File: src/rtl/quad_bank.sv
// -----------------------------------------------------------------------------
// quad_bank
//   Bank of NCH quadrature decoders sharing one free-running timestamp.
//   Each channel synchronises its A/B pins, glitch-filters them, decodes
//   the filtered Gray sequence into a wrapping up/down count and flags
//   illegal (two-bit) transitions. A snapshot request copies the timestamp
//   and every counter into one packed word.
//
// Ports
//   clk        system clock, rising edge
//   rst        synchronous active-high reset
//   quad_a     [NCH]  channel A pins (asynchronous)
//   quad_b     [NCH]  channel B pins (asynchronous)
//   dir_inv    [NCH]  swap count direction per channel (static)
//   clr        [NCH]  per-channel counter clear pulse
//   snap       capture request pulse
//   err_clr    clear all sticky error flags
//   snap_data  [TW+NCH*CW] {time, ch0, ch1, ... ch(NCH-1)}, MSB first
//   snap_valid one-cycle pulse the cycle after a capture
//   err        [NCH]  sticky illegal-transition flags
//
//   snap/snap_valid is a fire-and-forget strobe pair: there is no ready,
//   every snap pulse is accepted and answered by exactly one snap_valid
//   pulse on the next cycle.
// -----------------------------------------------------------------------------
module quad_bank #(
  parameter int NCH   = 10,
  parameter int CW    = 32,
  parameter int TW    = 32,
  parameter int FILT  = 3,
  parameter int PRESC = 25
) (
  input  logic                   clk,
  input  logic                   rst,
  input  logic [NCH-1:0]         quad_a,
  input  logic [NCH-1:0]         quad_b,
  input  logic [NCH-1:0]         dir_inv,
  input  logic [NCH-1:0]         clr,
  input  logic                   snap,
  input  logic                   err_clr,
  output logic [TW+NCH*CW-1:0]   snap_data,
  output logic                   snap_valid,
  output logic [NCH-1:0]         err
);

  localparam int RW = 4;
  localparam int SW = TW + NCH * CW;
  localparam logic [RW-1:0] RUN_LAST   = RW'(FILT - 1);
  localparam logic [7:0]    PRESC_LAST = 8'(PRESC - 1);

  // One filtered pin: current filtered value, whether it has ever
  // qualified since reset, and the length of the current disagreement run.
  typedef struct packed {
    logic          val;
    logic          qual;
    logic [RW-1:0] run;
  } filt_t;

  // Before the first qualification the filter tracks a candidate value and
  // waits for FILT stable samples of it; afterwards it only moves to a new
  // value once the synchronised pin has disagreed for FILT consecutive clocks.
  function automatic filt_t filt_step(input filt_t cur, input logic s,
                                      input logic live);
    filt_t nxt;
    nxt = cur;
    if (!live) begin
      nxt = cur;
    end else if (!cur.qual) begin
      if (s != cur.val) begin
        nxt.val = s;
        nxt.run = '0;
      end else if (cur.run == RUN_LAST) begin
        nxt.qual = 1'b1;
        nxt.run  = '0;
      end else begin
        nxt.run = cur.run + RW'(1);
      end
    end else if (s != cur.val) begin
      if (cur.run == RUN_LAST) begin
        nxt.val = s;
        nxt.run = '0;
      end else begin
        nxt.run = cur.run + RW'(1);
      end
    end else begin
      nxt.run = '0;
    end
    return nxt;
  endfunction

  // ---------------------------------------------------------------------------
  // Two-flop synchronisers. warm marks when the second stage holds real pin
  // data after reset, so the filters never qualify on the reset zeros.
  // ---------------------------------------------------------------------------
  logic [NCH-1:0] a_s1, a_s2, b_s1, b_s2;
  logic [1:0]     warm;

  always_ff @(posedge clk) begin
    if (rst) begin
      a_s1 <= '0;
      a_s2 <= '0;
      b_s1 <= '0;
      b_s2 <= '0;
      warm <= '0;
    end else begin
      a_s1 <= quad_a;
      a_s2 <= a_s1;
      b_s1 <= quad_b;
      b_s2 <= b_s1;
      warm <= {warm[0], 1'b1};
    end
  end

  // ---------------------------------------------------------------------------
  // Prescaler and timestamp
  // ---------------------------------------------------------------------------
  logic [7:0]    presc;
  logic [TW-1:0] tstamp;

  always_ff @(posedge clk) begin
    if (rst) begin
      presc  <= '0;
      tstamp <= '0;
    end else if (presc == PRESC_LAST) begin
      presc  <= '0;
      tstamp <= tstamp + TW'(1);
    end else begin
      presc  <= presc + 8'd1;
    end
  end

  // ---------------------------------------------------------------------------
  // Per-channel filter, decoder and counter
  // ---------------------------------------------------------------------------
  logic [CW-1:0] cnt_w [NCH];
  logic          err_w [NCH];

  for (genvar i = 0; i < NCH; i++) begin : g_ch
    filt_t         fa, fb;
    logic          primed;
    logic [1:0]    prev;
    logic [CW-1:0] cnt;
    logic          err_r;
    logic [1:0]    ab_now, pos_now, pos_old, step;
    logic          moved, illegal, up;

    // Map {a,b} onto its position in the forward cycle 00,10,11,01 so that
    // a forward step is +1 mod 4, a reverse step is -1 and a jump of 2 is
    // a two-bit (illegal) change.
    always_comb begin
      ab_now  = {fa.val, fb.val};
      pos_now = {ab_now[0], ab_now[1] ^ ab_now[0]};
      pos_old = {prev[0], prev[1] ^ prev[0]};
      step    = pos_now - pos_old;
      moved   = primed && (step != 2'd0);
      illegal = primed && (step == 2'd2);
      up      = (step == 2'd1) ^ dir_inv[i];
    end

    always_ff @(posedge clk) begin
      if (rst) begin
        fa     <= '0;
        fb     <= '0;
        primed <= 1'b0;
        prev   <= '0;
        cnt    <= '0;
        err_r  <= 1'b0;
      end else begin
        fa <= filt_step(fa, a_s2[i], warm[1]);
        fb <= filt_step(fb, b_s2[i], warm[1]);

        // The first fully qualified state only seeds prev.
        if (primed || (fa.qual && fb.qual)) begin
          prev   <= ab_now;
          primed <= 1'b1;
        end

        if (clr[i]) begin
          cnt <= '0;
        end else if (moved && !illegal) begin
          cnt <= up ? cnt + CW'(1) : cnt - CW'(1);
        end

        if (illegal) begin
          err_r <= 1'b1;
        end else if (err_clr) begin
          err_r <= 1'b0;
        end
      end
    end

    assign cnt_w[i] = cnt;
    assign err_w[i] = err_r;
  end

  always_comb begin
    err = '0;
    for (int i = 0; i < NCH; i++) begin
      err[i] = err_w[i];
    end
  end

  // ---------------------------------------------------------------------------
  // Snapshot: registers sample pre-edge values, so a clear or count landing
  // on the snap edge is not visible in that snapshot.
  // ---------------------------------------------------------------------------
  logic [SW-1:0] snap_word;

  always_comb begin
    snap_word = '0;
    snap_word[SW-1 -: TW] = tstamp;
    for (int i = 0; i < NCH; i++) begin
      snap_word[(NCH-1-i)*CW +: CW] = cnt_w[i];
    end
  end

  always_ff @(posedge clk) begin
    if (rst) begin
      snap_data  <= '0;
      snap_valid <= 1'b0;
    end else begin
      snap_valid <= snap;
      if (snap) begin
        snap_data <= snap_word;
      end
    end
  end

endmodule

File: config.mk
export PLATFORM = sky130hd
export DESIGN_NAME = quad_bank
export DESIGN_NICKNAME = d
export VERILOG_FILES = /design/src/rtl/quad_bank.sv
export SDC_FILE = /design/constraint.sdc
export NUM_CORES = 2
export LEC_CHECK = 0
export BUFFER_PORTS_ARGS = -buffer_cell sky130_fd_sc_hd__buf_2
export CAP_MARGIN = 40
export CORE_AREA = 2 2 310 312
export DETAILED_ROUTE_END_ITERATION = 10
export DIE_AREA = 0 0 312 314
export PLACE_DENSITY = 0.78
export RECOVER_POWER = 25
export SLEW_MARGIN = 30
export SYNTH_ARGS = -nofsm -noshare
export SYNTH_HDL_FRONTEND = slang
export SYNTH_SLANG_ARGS = --single-unit
File: constraint.sdc
create_clock -name clk -period 6.75 [get_ports clk]
set_clock_uncertainty 0.05 [all_clocks]
set_input_delay 0.675 -clock clk [delete_from_list [all_inputs] [get_ports clk]]
set_output_delay 0.675 -clock clk [all_outputs]
set_load 0.05 [all_outputs]
==> reports/metrics.yaml <==
status: "complete, but fails checks"
violations: "capacitance limit, slew limit"
hold_class: "in -> reg"
die_area_sq_mm: 0.0980
switching_share_pct: 23.5
wl_per_cell_um: 17.1
first_global_vias: 41000
numPlacedInstances: 7354
synth.distinct_cells: 97
syn_to_final_growth_pct: 11.0
cts_root_buf: "clkbuf_16"
path_cells: "clkbuf_1 > clkbuf_1 > mux2i_1 > nor2_1"
max_stage_delay_ns: 3.37
clk_path_buf_depth: 3
drt-total-wl_mm: 129
grt_pass1_wl_mm: 210
detail_route.iter0.violations: 3917
cts_resized: 0
ys_ff_latch: 915
period_share_pct: 82.3
rsz0062_at_grt: "false"
slew_violations: 422
postRouteAntennaNets: 0
timing.rr.start: "g_ch[3].ab_now[0]"
pwr-share-clk_pct: 47.3
globalRoute.totalOverflow: 0
synth_flop_cell: "dfxtp_1"
ys_async_sr_fraction_pct: 0
cpMostUsedCell: "clkbuf_1"
cts.hold.buffers_added: 0
finalPower_mw: 11.7
io_pins: 407
fin_setup_tns_ns: 0
vdd_ir_drop_max_mv: 0.235
cts_made_buffers: 97
drc: 0
place.gp.congestion: 0.959
grt_usage_pct: 25.1
crit_buf_inv: 2
syn_nets: 6260
min_from: "quad_b[8]"
post_cts_buffers: 0
yosysSeqAreaShare_pct: 37.5
worstSetupEndpointType: "flip-flop"
vias: 44700
die_h_um: 314
grt_max_degree: 135
ctsHtreeMaxLevel: 3
worst_pin_slew_ns: 4.89
start_kind: "input pin"
synth-edff-count: 0
p_per_area_mw_per_mm2: 216
drive_gt1_share_pct: 11.0
internal_power_mw: 8.97
synth_warnings: 0
hold_viol_final: 0
dr.pass1.iters: 8
arrival_ns: 5.98
power_frac_comb_pct: 6.1
vias_per_cell: 5.92
clock_sinks: 915
port_buffers: 406
cts_tree: "built"
path_clk_slew_ns: 0.06
netlist_area_sq_mm: 0.0489
finish.utilization_pct: 57.5
finalSetupViolCount: 0
die_width_um: 312
crit_fanout: 65
switchingPower_mw: 2.75
hpwl_mm: 88.7
antenna_found_initial: 7
crit_path_start: "snap"
max-cap-violations: 8
critical_path.top_delay_family: "buffers and inverters"
avgSynthCellArea_sq_um: 7.95
period_minus_slack_ns: 5.55
start_util_pct: 51.8
fin_cells: 7539
core_sq_mm: 0.0944
fmax_ghz: 0.180
layout.cells.most_common_list: "1,157 x nor2_1, 915 x dfxtp_1, 490 x mux2i_1, 431 x nand2_1, 405 x buf_2"
crit_type: "in -> reg"
crit_required_ns: 7.18
clk_latency_ns: 0.68
fin_nets: 6301
cp_slowest_cell: "clkbuf_1"
slew_headroom_pct: -226
seqPwrFrac_pct: 46.6
core.rowCount: 113
leakage_nw: 22.0
synthCells: 6151
mostFrequentLayoutCell: "nor2_1"
==> synthesized netlist by cell type (13+ instances only) <==
cell type / count / area [sq um]
a211o_1: 14 / 123
a211oi_1: 26 / 195
a21oi_1: 298 / 1490
a31oi_1: 53 / 332
a32oi_1: 20 / 175
a41oi_1: 13 / 114
and2_1: 30 / 188
and3_1: 80 / 500
and4_1: 25 / 219
buf_1: 54 / 203
buf_2: 26 / 130
clkbuf_1: 429 / 1610
dfxtp_1: 915 / 18300
ha_1: 65 / 813
inv_1: 60 / 225
mux2i_1: 490 / 4900
nand2_1: 431 / 1620
nand2b_1: 24 / 150
nand3_1: 216 / 1080
nand4_1: 152 / 951
nor2_1: 1158 / 4350
nor2b_1: 58 / 363
nor3_1: 198 / 991
nor3b_1: 48 / 360
nor4_1: 125 / 782
nor4b_1: 13 / 114
o211ai_1: 28 / 210
o21a_1: 14 / 105
o21ai_0: 217 / 1090
o22ai_1: 24 / 150
o31ai_1: 15 / 113
or2_2: 28 / 175
or3_1: 149 / 932
or4_1: 68 / 510
xnor2_1: 222 / 1940
xor2_1: 142 / 1240
==> worst paths after layout <==
| path | to | slack [ns] | cells past startpoint |
|---|---|---|---|
| min | b_s1[8] | 0.18 | 2 |
| max | snap_data[198] | 1.20 | 4 |
| min reg2reg | a_s2[5] | 0.38 | 1 |
| max reg2reg | g_ch[3].cnt[20] | 1.79 | 17 |
==> layer usage <==
layer	wire length, um	vias to the layer above	GRT usage (%)	part of all wire [%]
met5	37	-	0	0.029
met4	3750	6	8.51	2.9
met3	8940	278	4.14	6.9
met2	60000	1659	41.6	46
met1	56400	21000	33.2	44
li1	-	21700	-	-
==> area by class of cell <==
class | instances | area [sq um]
Clock inverter | 49 | 549
Inverter | 62 | 234
Clock buffer | 128 | 2790
Tap cell | 1265 | 1580
Fill cell | 8576 | 40200
Sequential cell | 915 | 18300
Antenna cell | 4 | 10.0
Multi-Input combinational cell | 4653 | 28300
Timing Repair Buffer | 463 | 2480
==> state kept, by name (all words and copies together), names as in the netlist <==
name / cells
b_s2: 10
tstamp: 32
a_s2: 10
g_ch.fa: 50
warm: 2
a_s1: 10
presc: 8
g_ch.cnt: 320
g_ch.primed: 10
g_ch.fb: 50
snap_data: 352
b_s1: 10
snap_valid: 1
g_ch.ab_now: 20
g_ch.prev: 20
g_ch.err_r: 10
==> cell families after synthesis <==
family	count (synthesis)	share of synthesized area, %
compound gates	879	11.2
xor+xnor	375	7.05
simple gates	2839	27.8
fa+ha+maj	65	1.66
mux	495	10.1
flops	915	37.5
buf+inv	583	4.64
==> power groups by stage <==
stage	registers, mW	logic (mW)	clock network [mW]
3_3_place_gp	5.59	0.671	0
6_report	5.47	0.710	5.55
2_1_floorplan	5.58	0.553	0
5_1_grt	5.47	0.782	5.88
3_5_place_dp	5.59	0.691	0
4_1_cts	5.47	0.694	5.66
==> worst reg2reg max path, delay by kind of cell (launching register included) <==
| kind | cells | cell delay (ns) |
|---|---|---|
| XOR/XNOR | 4 | 0.88 |
| flip-flops | 1 | 0.43 |
| adder cells (fa/ha/maj) | 2 | 0.49 |
| AO/OA/AOI/OAI | 3 | 1.13 |
| AND/OR/NAND/NOR | 7 | 1.55 |
| buffers and inverters | 1 | 0.30 |
==> through the flow <==
step	setup WS, ns	instance area (sq um)	hold slack [ns]
2_1_floorplan	2.01	48900	0.364
3_3_place_gp	2.11	50900	0.365
3_5_place_dp	1.98	51000	0.377
4_1_cts	1.87	54300	0.133
5_1_grt	0.793	54300	0.159
6_report	1.20	54300	0.175
No activity file was read; power rests on OpenSTA's default activity.
